$ cat src/rtl/pacman_game_ctrl.sv
// Pac-Man game-rule controller: per-frame collision, fright timer, lives, death/respawn and scoring.
// Build option: define PACMAN_GHOST_COMBO_EN for doubling ghost points (200/400/800/1600 saturating).
module pacman_game_ctrl #(
   parameter int NUM_GHOSTS    = 4,
   parameter int HIT_RADIUS    = 8,
   parameter int FRIGHT_FRAMES = 360,
   parameter int DEATH_FRAMES  = 120,
   parameter int LIVES_INIT    = 3
) (
   input  logic                     clk,
   input  logic                     rst,
   input  logic                     frame_tick,
   input  logic                     start,
   input  logic [9:0]               pacx,
   input  logic [8:0]               pacy,
   input  logic [10*NUM_GHOSTS-1:0] ghostx,
   input  logic [9*NUM_GHOSTS-1:0]  ghosty,
   input  logic                     pellet_eaten,
   input  logic                     power_eaten,
   output logic [1:0]               state,
   output logic [2:0]               lives,
   output logic                     frightened,
   output logic [NUM_GHOSTS-1:0]    ghost_eyes,
   output logic [NUM_GHOSTS-1:0]    ghost_eaten,
   output logic                     pac_dead,
   output logic                     respawn,
   output logic [13:0]              score_add
);

   typedef enum logic [1:0] {
      S_IDLE  = 2'd0,
      S_PLAY  = 2'd1,
      S_DYING = 2'd2,
      S_OVER  = 2'd3
   } state_t;

   state_t                st_q, st_d;
   logic [2:0]            lives_d;
   logic                  fr_d, dead_d, resp_d, die, load_fr;
   logic [9:0]            fcnt_q, fcnt_d;
   logic [7:0]            dcnt_q, dcnt_d;
   logic [NUM_GHOSTS-1:0] eyes_d, eaten_d, hit;
   logic [13:0]           score_d;
   logic [9:0]            gx, dx;
   logic [8:0]            gy, dy;
`ifdef PACMAN_GHOST_COMBO_EN
   logic [1:0]            combo_q, combo_d;
`endif

   assign state = st_q;

   // Unsigned absolute distance per ghost; eaten ghosts (eyes) never collide.
   always_comb begin
      hit = '0;
      gx  = '0;
      gy  = '0;
      dx  = '0;
      dy  = '0;
      for (int unsigned i = 0; i < NUM_GHOSTS; i++) begin
         gx = ghostx[10*i +: 10];
         gy = ghosty[9*i +: 9];
         dx = (pacx >= gx) ? pacx - gx : gx - pacx;
         dy = (pacy >= gy) ? pacy - gy : gy - pacy;
         hit[i] = (32'(dx) < HIT_RADIUS) && (32'(dy) < HIT_RADIUS) && !ghost_eyes[i];
      end
   end

   always_comb begin
      st_d    = st_q;
      lives_d = lives;
      fr_d    = frightened;
      fcnt_d  = fcnt_q;
      dcnt_d  = dcnt_q;
      eyes_d  = ghost_eyes;
      eaten_d = '0;
      dead_d  = 1'b0;
      resp_d  = 1'b0;
      score_d = '0;
      die     = 1'b0;
      load_fr = 1'b0;
`ifdef PACMAN_GHOST_COMBO_EN
      combo_d = combo_q;
`endif
      unique case (st_q)
         S_IDLE, S_OVER: begin
            if (start) begin
               st_d    = S_PLAY;
               lives_d = 3'(LIVES_INIT);
               fr_d    = 1'b0;
               fcnt_d  = '0;
               dcnt_d  = '0;
               eyes_d  = '0;
            end
         end
         S_PLAY: begin
            if (frame_tick) begin
               if (pellet_eaten) score_d = score_d + 14'd10;
               if (power_eaten)  score_d = score_d + 14'd50;
               // Ghost-vs-death decision uses the fright flag held before this tick.
               if (frightened) begin
                  for (int unsigned i = 0; i < NUM_GHOSTS; i++) begin
                     if (hit[i]) begin
                        eaten_d[i] = 1'b1;
                        eyes_d[i]  = 1'b1;
`ifdef PACMAN_GHOST_COMBO_EN
                        score_d = score_d + (14'd200 << combo_d);
                        if (combo_d != 2'd3) combo_d = combo_d + 2'd1;
`else
                        score_d = score_d + 14'd200;
`endif
                     end
                  end
               end else if (|hit) begin
                  die = 1'b1;
               end
               if (power_eaten) begin
                  load_fr = 1'b1;
                  fcnt_d  = 10'(FRIGHT_FRAMES);
                  fr_d    = 1'b1;
               end else if (fcnt_q != '0) begin
                  fcnt_d = fcnt_q - 10'd1;
                  if (fcnt_q == 10'd1) begin
                     fr_d   = 1'b0;
                     eyes_d = '0;
                  end
               end
               if (die) begin
                  dead_d  = 1'b1;
                  lives_d = lives - 3'd1;
                  st_d    = (lives == 3'd1) ? S_OVER : S_DYING;
                  dcnt_d  = 8'(DEATH_FRAMES);
                  fr_d    = 1'b0;
                  fcnt_d  = '0;
                  eyes_d  = '0;
               end
            end
         end
         S_DYING: begin
            if (frame_tick) begin
               dcnt_d = dcnt_q - 8'd1;
               if (dcnt_q == 8'd1) begin
                  resp_d = 1'b1;
                  st_d   = S_PLAY;
               end
            end
         end
         default: st_d = S_IDLE;
      endcase
`ifdef PACMAN_GHOST_COMBO_EN
      // Combo only lives within one fright period.
      if (load_fr || !fr_d) combo_d = '0;
`endif
   end

   always_ff @(posedge clk) begin
      if (rst) begin
         st_q        <= S_IDLE;
         lives       <= '0;
         frightened  <= 1'b0;
         fcnt_q      <= '0;
         dcnt_q      <= '0;
         ghost_eyes  <= '0;
         ghost_eaten <= '0;
         pac_dead    <= 1'b0;
         respawn     <= 1'b0;
         score_add   <= '0;
      end else begin
         st_q        <= st_d;
         lives       <= lives_d;
         frightened  <= fr_d;
         fcnt_q      <= fcnt_d;
         dcnt_q      <= dcnt_d;
         ghost_eyes  <= eyes_d;
         ghost_eaten <= eaten_d;
         pac_dead    <= dead_d;
         respawn     <= resp_d;
         score_add   <= score_d;
      end
   end

`ifdef PACMAN_GHOST_COMBO_EN
   always_ff @(posedge clk) begin
      if (rst) combo_q <= '0;
      else     combo_q <= combo_d;
   end
`endif

endmodule
$ cat config.mk
export PLATFORM = sky130hd
export DESIGN_NAME = pacman_game_ctrl
export DESIGN_NICKNAME = d
export VERILOG_FILES = /design/src/rtl/pacman_game_ctrl.sv
export SDC_FILE = /design/constraint.sdc
export NUM_CORES = 1
export LEC_CHECK = 0
export ABC_AREA = 1
export ABC_CLOCK_PERIOD_IN_PS = 3950
export CELL_PAD_IN_SITES_DETAIL_PLACEMENT = 1
export CELL_PAD_IN_SITES_GLOBAL_PLACEMENT = 1
export CORE_MARGIN = 3
export CORE_UTILIZATION = 36
export DETAILED_ROUTE_END_ITERATION = 8
export GPL_TIMING_DRIVEN = 1
export PLACE_DENSITY = 0.83
export SETUP_SLACK_MARGIN = 0.4
export SYNTH_ARGS = -nofsm -noshare
export SYNTH_HDL_FRONTEND = slang
export SYNTH_SLANG_ARGS = --single-unit
export TNS_END_PERCENT = 20
$ cat constraint.sdc
create_clock -name clk -period 3.95 [get_ports clk]
set_input_delay 0.79 -clock clk [delete_from_list [all_inputs] [get_ports clk]]
set_output_delay 0.79 -clock clk [all_outputs]
set_load 0.1 [all_outputs]
==> results.yml <==
clocking:
  insertion_delay_ns: 0.30
  cts_hold_buf: 0
  cts_sinks: 45
  clk_pin_slew_ns: 0.06
  htree_num_levels: 2
  cts_tree: "yes"
  cts_root_buf: "clkbuf_16"
  clock_path_buffers: 2
  cts_buffers: 5
synthesis:
  synth_xor_xnor_area_share_pct: 6.23
  yosysTopAreaCellShare_pct: 20.2
  synthTopCellsByCount: "nand2_1 (561), inv_1 (311), ha_1 (157)"
  async_flop_share_pct: 0
  synth.distinct_cells: 52
  synth_compound_area_share_pct: 12.6
  avgSynthCellArea_um2: 5.78
  yosysTopAreaCell: "nand2_1"
  synth_edf_count: 0
  synth_area_um2: 10400
  ys_seq_area_share_pct: 8.62
  yosysMostFrequentCell: "nand2_1"
  ys_ff_latch: 45
  synthCells: 1809
  synth.area.mux_share_pct: 0
  synth-main-ff-cell: "dfxtp_1"
  synthAdderAreaFrac_pct: 18.8
  synth_top_family_by_area: "simple AND/OR/NAND/NOR gates"
  ys.warnings.count: 0
  synth-simple-area-share_pct: 40.1
  synth.area.top_cells: "nand2_1 (20%), ha_1 (19%), inv_1 (11%)"
sta:
  maxSlewViolCount: 0
  finalCriticalPeriod_ns: 4.48
  worstMarginPinSlew_ns: 1.00
  max_freq_ghz: 0.223
  finalWorstSetupSlack_ns: -0.528
  fin_crit_sh_pct: 113
  whs_ns: 0.521
  hold_viol_final: 0
  relSlewSlack_pct: 33.1
  finalClockSkew_ns: 0.0122
  setup-violations-final: 36
  rsz0062_at_grt: "yes"
layout:
  final_nets: 2520
  instances_no_fill: 2642
  drive_above_1_share_pct: 38.3
  fin_area_um2: 17200
  final_util_pct: 61.0
  area.growth.synth_to_final_pct: 64.3
run:
  drv_cap: 0
critical_path:
  required_ns: 4.17
  crit_type: "in -> reg"
  cp-end-kind: "flip-flop"
  crit_fanout: 4
  cpMaxStageDelayCell: "nor3_4"
  critPathLaunchType: "input pin"
  critPathMaxStageDelay_ns: 0.31
  cp.arrival_ns: 4.70
  crit_path_frequent_cell: "nand2_1"
status:
  violations: "setup timing"
  status: "finished with violations"
floorplanning:
  dieArea_um2: 31100
  core_um2: 28200
  die_x_um: 176
  initial_core_util_pct: 37.1
  die_h_um: 176
  ios: 131
  fp-row-count: 61
grt:
  grt_pass1_vias: 15300
  antenna_found_initial: 2
  grt_pass1_wl_um: 78600
  grt-ovfl-total: 0
  grt_use_total_pct: 30.8
  grt_max_degree: 22
route:
  vias: 15800
  wl_per_cell_um: 26.0
  drcViolationCount: 0
  dr.pass1.iters: 7
  wl_um: 68600
  ant_nets: 0
  via_per_inst: 6.00
  drt_iter0_drc: 1379
place:
  dp_hpwl_um: 36100
  postPlaceCellArea_um2: 14300
  dpl.cell_count: 2553
  gp_congestion: 0.909
  portBuffers: 127
power_and_ir_drop:
  powerDensity_nw_per_um2: 319
  ir_worst_vdd_mv: 0.298
  leakage_nw: 8.87
min_path:
  hold_class: "reg -> reg"
-- worst max-delay path, delay by kind of cell --
kind,cells,cell delay [ns]
AND/OR/NAND/NOR,24,2.77
buffers and inverters,5,0.74
adder cells (fa/ha/maj),1,0.25
AO/OA/AOI/OAI,1,0.11
-- sequential cells by signal, indices dropped and copies added, names as in the netlist --
signal and flops:
dcnt_q 8, fcnt_q 10, frightened 1, ghost_eaten 4
ghost_eyes 4, lives 3, pac_dead 1, respawn 1
score_add 11, state 2
-- report_power, final --
part / switching, W / internal, W / total (W)
sequential: 0.000141 / 0.000565 / 0.000706
combinational: 0.00273 / 0.00163 / 0.00436
clock: 0.000184 / 0.000235 / 0.000420
total: 0.00305 / 0.00243 / 0.00548
-- through the flow --
stage	power (W)	worst slack (ns)	TNS, ns
floorplan	0.00269	-0.0275	-0.0506
global placement	0.00363	-0.906	-21.24
detailed placement	0.00380	-0.984	-28.57
CTS	0.00444	-0.0254	-0.0717
global route	0.00570	-0.708	-15.17
finish	0.00548	-0.528	-12.48
-- cell type report --
| type | instances | area (um2) |
|---|---|---|
| clock buffer | 7 | 133 |
| inverter | 327 | 1280 |
| fill | 3631 | 11000 |
| multi-input combinational | 1408 | 10300 |
| antenna | 1 | 2.50 |
| clock inverter | 1 | 7.51 |
| sequential | 45 | 901 |
| tap | 378 | 473 |
| timing repair buffer | 475 | 4060 |
-- what timing repair did --
item / 4_1_cts / 5_1_grt
buffers inserted: 34 / 45
endpoints found under the setup margin: 40 / 39
gates resized for setup: 325 / 351
gates cloned: 1 / 0
pin swaps: 103 / 168
-- placed cells by master, fill, tap and decap left out, types with 46 or more instances in the layout --
cell,instances
xor2_1,51
inv_1,261
nand2_1,447
clkdlybuf4s50_1,48
nor2_1,106
nand3_1,81
nand2_2,103
ha_4,70
buf_4,304
a21oi_2,46
a21oi_1,70
ha_1,78
-- final timing paths --
path	from	to	slack, ns	cells past startpoint
hold reg to reg	dcnt_q[4]	dcnt_q[4]	0.52	2
setup / recovery	pacx[2]	score_add[8]	-0.53	31
setup reg to reg	state[1]	ghost_eyes[1]	0.95	9
hold / removal	dcnt_q[4]	dcnt_q[4]	0.52	2
-- cells by family (layout without fill, tap and decap cells) --
group,count (synthesis),after routing
buffers and inverters,360,810
and+or+nand+nor,949,950
adders and majority gates,157,157
AOI/OAI and AO/OA,227,227
DFF,45,45
xor gates and xnor gates,70,70
other,1,5
-- routing by layer --
metal | global-route usage, % | vias to the layer above | wire, um
li1 | - | 6570 | -
met1 | 34.0 | 7632 | 24100
met2 | 58.5 | 1073 | 32900
met3 | 3.61 | 569 | 4930
met4 | 14.4 | 0 | 6620
met5 | 0 | - | 0
Power figures use the tool's default switching activity.
